===== src/rtl/dot11_tx_pkg.sv =====
`default_nettype none
// ============================================================================
// Module      : dot11_tx_pkg
// Description : Shared constants and types for the dot11_tx IQ output path.
// Revision    : 1.0 - initial release
// ============================================================================
package dot11_tx_pkg;

    localparam int C_IQ_W      = 16;
    localparam int C_IQ_WORD_W = 2 * C_IQ_W;

    typedef enum logic [1:0] {
        ST_IDLE    = 2'd0,
        ST_PREFILL = 2'd1,
        ST_STREAM  = 2'd2
    } pacer_state_t;

    // Packed IQ word: I occupies the high half, Q the low half.
    function automatic int iq_word_w(input int iq_w);
        return 2 * iq_w;
    endfunction

endpackage
`default_nettype wire


===== src/rtl/iq_sync_fifo.sv =====
`default_nettype none
// ============================================================================
// Module      : iq_sync_fifo
// Description : Single-clock FIFO with registered read data and occupancy.
// Revision    : 1.0 - initial release
// ============================================================================
module iq_sync_fifo
    import dot11_tx_pkg::*;
#(
    parameter int WIDTH = C_IQ_WORD_W,
    parameter int DEPTH = 64
) (
    input  logic                     clk,
    input  logic                     rst,
    input  logic                     i_push,
    input  logic [WIDTH-1:0]         i_din,
    input  logic                     i_pop,
    output logic [WIDTH-1:0]         o_dout,
    output logic [$clog2(DEPTH):0]   o_level,
    output logic                     o_full,
    output logic                     o_empty
);
    localparam int                C_AW       = $clog2(DEPTH);
    localparam logic [C_AW:0]     C_FULL_LVL = DEPTH[C_AW:0];
    localparam logic [C_AW:0]     C_LVL_ONE  = 1;
    localparam logic [C_AW-1:0]   C_PTR_ONE  = 1;

    logic [WIDTH-1:0] r_mem [DEPTH];
    logic [C_AW-1:0]  r_wr_ptr;
    logic [C_AW-1:0]  r_rd_ptr;
    logic [C_AW:0]    r_level;
    logic [WIDTH-1:0] r_dout;
    logic             w_wr;
    logic             w_rd;

    assign o_full  = (r_level == C_FULL_LVL);
    assign o_empty = (r_level == '0);
    assign w_wr    = i_push && !o_full;
    assign w_rd    = i_pop && !o_empty;
    assign o_level = r_level;
    assign o_dout  = r_dout;

    always_ff @(posedge clk) begin
        if (w_wr) begin
            r_mem[r_wr_ptr] <= i_din;
        end
    end

    // Pointers wrap naturally because DEPTH is a power of two.
    always_ff @(posedge clk or posedge rst) begin
        if (rst) begin
            r_wr_ptr <= '0;
            r_rd_ptr <= '0;
            r_level  <= '0;
            r_dout   <= '0;
        end else begin
            if (w_wr) begin
                r_wr_ptr <= r_wr_ptr + C_PTR_ONE;
            end
            if (w_rd) begin
                r_rd_ptr <= r_rd_ptr + C_PTR_ONE;
                r_dout   <= r_mem[r_rd_ptr];
            end
            case ({w_wr, w_rd})
                2'b10:   r_level <= r_level + C_LVL_ONE;
                2'b01:   r_level <= r_level - C_LVL_ONE;
                default: r_level <= r_level;
            endcase
        end
    end

endmodule
`default_nettype wire


===== src/rtl/dot11_tx_iq_pacer.sv =====
`default_nettype none
// ============================================================================
// Module      : dot11_tx_iq_pacer
// Description : Buffers the dot11_tx IQ stream and emits one sample every
//               CLK_DIV clocks, flagging underrun and end of packet.
// Revision    : 1.0 - initial release
// ============================================================================
module dot11_tx_iq_pacer
    import dot11_tx_pkg::*;
#(
    parameter int DEPTH        = 64,
    parameter int CLK_DIV      = 10,
    parameter int START_THRESH = 16,
    parameter int IQ_W         = C_IQ_W
) (
    input  logic                    clk,
    input  logic                    phy_tx_arest,
    input  logic                    phy_tx_done,
    input  logic                    s_iq_valid,
    output logic                    s_iq_ready,
    input  logic signed [IQ_W-1:0]  s_i,
    input  logic signed [IQ_W-1:0]  s_q,
    output logic                    m_iq_valid,
    output logic signed [IQ_W-1:0]  m_i,
    output logic signed [IQ_W-1:0]  m_q,
    output logic [$clog2(DEPTH):0]  fifo_level,
    output logic                    underrun,
    output logic                    tx_iq_done
);
    localparam int                   C_WORD_W   = iq_word_w(IQ_W);
    localparam int                   C_LVL_W    = $clog2(DEPTH) + 1;
    localparam int                   C_DIV_W    = $clog2(CLK_DIV);
    localparam logic [C_DIV_W-1:0]   C_DIV_LAST = C_DIV_W'(CLK_DIV - 1);
    localparam logic [C_DIV_W-1:0]   C_DIV_ONE  = 1;
    localparam logic [C_LVL_W-1:0]   C_THRESH   = C_LVL_W'(START_THRESH);

    pacer_state_t        r_state;
    pacer_state_t        w_state_nxt;
    logic [C_DIV_W-1:0]  r_div;
    logic                r_done_seen;
    logic                r_underrun;
    logic                r_zero_out;
    logic                r_out_valid;
    logic                r_tx_done;

    logic                w_full;
    logic                w_empty;
    logic                w_push;
    logic                w_pop;
    logic                w_strobe;
    logic                w_last_strobe;
    logic                w_fill_strobe;
    logic [C_WORD_W-1:0] w_dout;

    assign s_iq_ready    = !w_full;
    assign w_push        = s_iq_valid && s_iq_ready;
    assign w_strobe      = (r_state == ST_STREAM) && (r_div == C_DIV_LAST);
    assign w_pop         = w_strobe && !w_empty;
    assign w_last_strobe = w_strobe && w_empty && r_done_seen;
    assign w_fill_strobe = w_strobe && w_empty && !r_done_seen;

    iq_sync_fifo #(
        .WIDTH (C_WORD_W),
        .DEPTH (DEPTH)
    ) u_fifo (
        .clk     (clk),
        .rst     (phy_tx_arest),
        .i_push  (w_push),
        .i_din   ({s_i, s_q}),
        .i_pop   (w_pop),
        .o_dout  (w_dout),
        .o_level (fifo_level),
        .o_full  (w_full),
        .o_empty (w_empty)
    );

    always_ff @(posedge clk or posedge phy_tx_arest) begin
        if (phy_tx_arest) begin
            r_state <= ST_IDLE;
        end else begin
            r_state <= w_state_nxt;
        end
    end

    always_comb begin
        w_state_nxt = r_state;
        case (r_state)
            ST_IDLE:    if (w_push) w_state_nxt = ST_PREFILL;
            ST_PREFILL: if ((fifo_level >= C_THRESH) || r_done_seen) w_state_nxt = ST_STREAM;
            ST_STREAM:  if (w_last_strobe) w_state_nxt = ST_IDLE;
            default:    w_state_nxt = ST_IDLE;
        endcase
    end

    // Divider idles at zero outside STREAM, so entry always starts a full period.
    always_ff @(posedge clk or posedge phy_tx_arest) begin
        if (phy_tx_arest) begin
            r_div       <= '0;
            r_done_seen <= 1'b0;
            r_underrun  <= 1'b0;
            r_zero_out  <= 1'b0;
            r_out_valid <= 1'b0;
            r_tx_done   <= 1'b0;
        end else begin
            r_out_valid <= w_strobe && !w_last_strobe;
            r_tx_done   <= w_last_strobe;

            if ((r_state != ST_STREAM) || (r_div == C_DIV_LAST)) begin
                r_div <= '0;
            end else begin
                r_div <= r_div + C_DIV_ONE;
            end

            if (w_state_nxt == ST_IDLE) begin
                r_done_seen <= 1'b0;
            end else if (phy_tx_done && (r_state != ST_IDLE)) begin
                r_done_seen <= 1'b1;
            end

            if ((r_state == ST_IDLE) && w_push) begin
                r_underrun <= 1'b0;
            end else if (w_fill_strobe) begin
                r_underrun <= 1'b1;
            end

            if (w_pop) begin
                r_zero_out <= 1'b0;
            end else if (w_fill_strobe) begin
                r_zero_out <= 1'b1;
            end
        end
    end

    // The FIFO read register holds the last popped word; a fill strobe masks it to zero.
    assign m_i        = r_zero_out ? '0 : w_dout[C_WORD_W-1:IQ_W];
    assign m_q        = r_zero_out ? '0 : w_dout[IQ_W-1:0];
    assign m_iq_valid = r_out_valid;
    assign underrun   = r_underrun;
    assign tx_iq_done = r_tx_done;

endmodule
`default_nettype wire


===== config.mk =====
export PLATFORM = sky130hd
export DESIGN_NAME = dot11_tx_iq_pacer
export DESIGN_NICKNAME = d
export VERILOG_FILES = /design/src/rtl/dot11_tx_pkg.sv /design/src/rtl/iq_sync_fifo.sv /design/src/rtl/dot11_tx_iq_pacer.sv
export SDC_FILE = /design/constraint.sdc
export NUM_CORES = 2
export LEC_CHECK = 0
export CORE_ASPECT_RATIO = 2
export CORE_MARGIN = 10
export CORE_UTILIZATION = 40
export DETAILED_ROUTE_END_ITERATION = 7
export PLACE_DENSITY = 0.64
export SLEW_MARGIN = 20
export SYNTH_ARGS = -nofsm -noshare
export SYNTH_HDL_FRONTEND = slang
export SYNTH_SLANG_ARGS = --single-unit

===== constraint.sdc =====
create_clock -name clk -period 4.8 [get_ports clk]
set_input_delay 0.72 -clock clk [delete_from_list [all_inputs] [get_ports clk]]
set_output_delay 0.72 -clock clk [all_outputs]
set_load 0.005 [all_outputs]

* After elaboration in Yosys (flattened, before gate mapping)
Memory sizes are Yosys's and may differ from the RTL's. A register that Yosys moved wholly into a read port is not among the register bits.
Cells that the tools add are included.
** Operators by class
- Add/subtract/negate cells :: 5
- $lt $le $gt $ge :: 1
- Equal/unequal tests :: 7
- Muxes and demuxes :: 15
- Reduce and logical (&&, ||, !) cells :: 25
** Operator list (number)
- 16-bit two-way mux :: 2
- 7-bit case mux with 2 select lines :: 1
- 6-bit by 1-bit adder with 6-bit output (second input constant) :: 2
- 1-bit logical AND :: 11
- 2-bit nonzero test :: 5
- 7-bit by 1-bit adder with 7-bit output (second input constant) :: 1
- 7-bit equality test (second input constant) :: 1
- 7-bit by 5-bit greater-or-equal comparator with 1-bit output (second input constant) :: 1
- 7-bit zero test :: 1
- 1-bit two-way mux :: 7
- 7-bit by 1-bit subtractor with 7-bit output (second input constant) :: 1
- 2-bit two-way mux :: 3
- 2-bit case mux with 3 select lines :: 1
- 4-bit by 1-bit adder with 4-bit output (second input constant) :: 1
- 2-bit by 1-bit equality test with 1-bit output (second input constant) :: 2
- 2-bit equality test (second input constant) :: 2
- 4-bit equality test (second input constant) :: 1
- 1-bit zero test :: 4
- 2-bit zero test :: 2
- 4-bit two-way mux :: 1
- 1-bit logical OR :: 2
- 2-bit != test (second input constant) :: 1
** Word-level totals
- Flip-flop bits (word level) :: 30
- RAM bits :: 2048
- Bits of input ports :: 36
- Output and inout port bits :: 43
- Word-level logic and storage cells :: 64
- Memories :: 1
** Memories
- u_fifo.r_mem :: words 64, width 32, read ports 1, clocked after memory_dff 1, wr ports 1, line iq_sync_fifo.sv:28 : logic [WIDTH-1:0] r_mem [DEPTH];

* Longest topological paths before layout
- Word-level depth :: 8
- Mapped depth :: 18
- Gate-level depth less buffers :: 15

* Hierarchy
A second synthesis with hierarchy kept.
** Unflattened totals
- Cell total of the unflattened synthesis :: 3723
- Area, all modules :: 81308.0 um^2
** Modules (own cells, without submodules)
- iq_sync_fifo :: times used 1, cells each 3640, area each 80596.0 um^2
- dot11_tx_iq_pacer :: times used 1, cells each 83, area each 711.9 um^2

* Worst setup path after synthesis
OpenSTA, ideal clock, no wires.
- Kind :: register -> register
- Start point :: reg u_fifo.r_level[4] (netlist: u_fifo.o_level[4])
- End point :: reg u_fifo.r_level[6] (netlist: u_fifo.o_level[6])
- Setup time :: 0.079 ns
- Arrival :: 3.404 ns
- Path slack :: 1.317 ns
- Cell stages (with the launch flop) :: 18
- Buffers on the path :: 4
- Period minus slack after synthesis :: 3.483 ns
- Path through :: dfrtp_1 > clkbuf_1 > nor3_1 > and2_1 > nand2b_1 > buf_4 > inv_2 > clkbuf_1 > ha_1 > buf_1 > xor2_1 > ha_1 > or3_1 > a21oi_1 > nor2_1 > a2bb2oi_1 > a21oi_1 > xor2_1
** On the way
- Word-level cells in the longest chain between the ends :: 6
** RTL lines
- start: declaration :: line iq_sync_fifo.sv:31 : logic [C_AW:0] r_level;
- start signal: assignment :: line iq_sync_fifo.sv:65 : 2'b10: r_level <= r_level + C_LVL_ONE;
- start signal: assignment :: line iq_sync_fifo.sv:66 : 2'b01: r_level <= r_level - C_LVL_ONE;
- start signal: assignment :: line iq_sync_fifo.sv:67 : default: r_level <= r_level;
- 7-bit zero test * :: line iq_sync_fifo.sv:37 : assign o_empty = (r_level == '0);
- 1-bit zero test * :: line iq_sync_fifo.sv:39, dot11_tx_iq_pacer.sv:58
- 1-bit logical AND :: line dot11_tx_iq_pacer.sv:58 : assign w_pop = w_strobe && !w_empty;
- 1-bit logical AND * :: line iq_sync_fifo.sv:39 : assign w_rd = i_pop && !o_empty;
- via u_fifo.w_rd :: line iq_sync_fifo.sv:34 : logic w_rd;
- 2-bit by 1-bit equality test with 1-bit output or 2-bit equality test (tied branches) :: line iq_sync_fifo.sv:64 : case ({w_wr, w_rd})
- 7-bit case mux with 2 select lines or 2-bit nonzero test (tied branches)
Mark *: on every way through the listed nets, which the timed path passes. The rest lies on a longest branch.
A chain may end at the register's enable or synchronous reset.

==> flow_summary.yaml <==
synthesis:
  avgSynthCellArea_um2: 21.8
  synth_compound_area_share_pct: 2.85
  synth_edf_count: 2048
  ys_seq_area_share_pct: 77.7
  ys_async_sr_fraction_pct: 2.94
  yosys.area_share.xor_xnor_pct: 0.248
  syn_area_um2: 81100
  synth_top_family_by_area: "multiplexers"
  ys_types: 61
  ys.flop_type: "edfxtp_1"
  synthSimpleGateAreaFrac_pct: 1.86
  synth_seq_cells: 2110
  synthAdderAreaFrac_pct: 0.108
  synth_mux_area_share_pct: 15.7
  synth_nets: 3761
  yosys_warnings: 0
  netlist_instances: 3718
timing:
  clock_skew_ns: 0.0718
  max_slew_margin_pct: 27.0
  finalCritPeriodShare_pct: 76.4
  slew_viol_final: 0
  rsz0062_at_grt: "false"
  timing.setup.tns_ns: 0
  fmax_mhz: 273
  tightest_slew_ns: 1.09
  min_period_ns: 3.67
  holdWs_ns: 0.189
  setup_viol: 0
  hold_violations: 0
floorplanning:
  rows: 233
  ios: 79
  dieArea_um2: 222000
  fp.dieW_um: 338
  die_y_um: 657
  coreArea_um2: 202000
  start_util_pct: 40.2
worst_setup_path:
  crit_arrival_ns: 4.42
  required_ns: 5.55
  cp-end-kind: "flip-flop"
  crit_end: "u_fifo.o_dout[20]"
  critical_path.max_fanout: 49
  regToRegSetupSlack_ns: 1.13
  critPathLaunchType: "flip-flop"
  r2r_start: "u_fifo.r_rd_ptr[0]"
  r2r-end: "u_fifo.o_dout[20]"
  path_class: "reg -> reg"
  r2r_cells: 8
  setup.worst_path.start: "u_fifo.r_rd_ptr[0]"
global_route:
  grt_pass1_vias: 41100
  grt_pass1_wl_um: 318000
  grt_max_degree: 94
  antenna_found_initial: 15
  globalRouteOverflowTotal: 0
  track_usage_pct: 20.0
clocking:
  clk_latency_ns: 0.84
  cts_tree: "built"
  clockBufferDepth: 4
  cts_resized: 0
  cts.reportedPaths.clkPinSlew_ns: 0.07
  htree_levels: 4
  numCtsBuffers: 178
  cts_root_buffer: "clkbuf_16"
  hold_buffers: 0
  clock_sinks: 2110
  postCtsSetupBuffers: 0
cells_and_area:
  final_cell_mix: "edfxtp_1 (2048), mux4_2 (451), mux2i_1 (244), clkbuf_16 (181), buf_4 (149)"
  finalNetCount: 3999
  final_common_cell: "edfxtp_1"
  drive_gt1_share_pct: 25.2
  num-fill-cells: 16700
  area_growth_pct: 13.7
  post-route-util_pct: 45.7
drt:
  vias: 39700
  routed_via_density: 5.84
  drtIter0Drc: 4096
  postRouteAntennaNets: 0
  wl_um: 226000
  first_pass_iters: 6
  drcViolationCount: 0
  wl_per_cell_um: 33.3
pwr:
  p_clk_share_pct: 38.6
  pwr-share-comb_pct: 5.4
  seqPwrFrac_pct: 56.0
  swShare_pct: 21.9
  p_sw_mw: 8.27
  p_int_mw: 29.5
  peakVddDrop_mv: 0.252
  p_leak_nw: 27.7
  powerDensity_nw_per_um2: 409
worst_hold_path:
  hold_path_class: "in -> reg"
run:
  drv_cap: 0
placement:
  globalplace.congestion: 0.858
  dp_hpwl_um: 139000
  port_buffers: 78
status:
  status: "complete, no violations"
## power by group through the flow
stage / logic (mW) / registers (mW) / clock network, mW
after CTS: 2.04 / 21.1 / 14.8
after floorplan: 0.966 / 21.4 / 0
after detailed placement: 2.04 / 21.6 / 0
after global routing: 2.13 / 21.2 / 15.4
final: 2.02 / 21.1 / 14.6
after global placement: 2.00 / 21.5 / 0
## kinds of logic after synthesis
family / after synthesis
adders and majority gates: 7
muxes: 705
DFF: 2110
xor gates and xnor gates: 23
buffers and inverters: 218
AOI/OAI and AO/OA: 333
and+or+nand+nor: 322
## layout make-up
cell class | instances | area (um^2) | area share [%]
diodes | 8 | 20.0 | 0.0217
clock buffers | 209 | 4700 | 5.10
clock inverters | 107 | 1030 | 1.12
inverters | 6 | 23.8 | 0.0258
multi-input cells | 1390 | 17400 | 18.8
flip-flops and latches | 2110 | 63100 | 68.4
well taps | 2702 | 3380 | 3.66
repair buffers | 270 | 2690 | 2.92
## worst min-delay path by stage
stage | start | cells past startpoint | to
2_1_floorplan | u_fifo.o_dout[0] | 2 | u_fifo.o_dout[0]
3_3_place_gp | r_div[0] | 1 | r_div[0]
3_5_place_dp | r_div[0] | 1 | r_div[0]
4_1_cts | s_i[11] | 1 | u_fifo.r_mem[7][27]
5_1_grt | s_i[11] | 1 | u_fifo.r_mem[7][27]
6_report | s_i[11] | 1 | u_fifo.r_mem[7][27]
## flip-flops by register name, indices dropped and copies added (netlist names), 2 cells and up
register         cells
u_fifo.r_mem      2048
u_fifo.o_dout       32
u_fifo.o_level       7
u_fifo.r_rd_ptr      6
u_fifo.r_wr_ptr      6
r_div                4
r_state              2
## stage by stage
stage	power, mW	std cells	area, um^2	worst slack (ns)
2_1_floorplan	22.4	3718	81100	1.32
3_3_place_gp	23.5	6478	86500	0.985
3_5_place_dp	23.6	6478	86500	0.995
4_1_cts	37.9	6794	92200	1.12
5_1_grt	38.7	6795	92300	0.906
6_report	37.8	6802	92300	1.13
## metal layers
metal | global-route usage (%) | share of wire [%] | vias to the layer above
li1 | - | - | 16000
met5 | 0 | 0.027 | -
met2 | 36.0 | 53 | 1717
met1 | 22.8 | 35 | 21500
met4 | 11.2 | 6.5 | 8
met3 | 2.50 | 5.8 | 490
## cells in the mapped netlist (41+ instances only)
| master | count | area share (%) |
|---|---|---|
| edfxtp_1 | 2048 | 76 |
| mux4_2 | 451 | 13 |
| mux2i_1 | 245 | 3.0 |
| nor2_1 | 114 | 0.53 |
| clkbuf_1 | 82 | 0.38 |
| nand2_1 | 75 | 0.35 |
| dfrtp_1 | 62 | 1.9 |
| o22ai_1 | 61 | 0.47 |
| a21oi_1 | 52 | 0.32 |
| buf_2 | 48 | 0.30 |
| a22oi_1 | 46 | 0.43 |
| nor2b_1 | 43 | 0.33 |
| buf_4 | 41 | 0.38 |
## critical path, stage by stage (launching register included)
cell and delay (ns):
dfrtp_4 1.00, buf_12 0.42, nand3_1 0.56, buf_4 0.41
o221ai_1 0.17, a21oi_1 0.06, a21oi_1 0.54, nand2_1 0.23
nand2_1 0.11
Note: power is estimated with default switching activity, not from simulation.
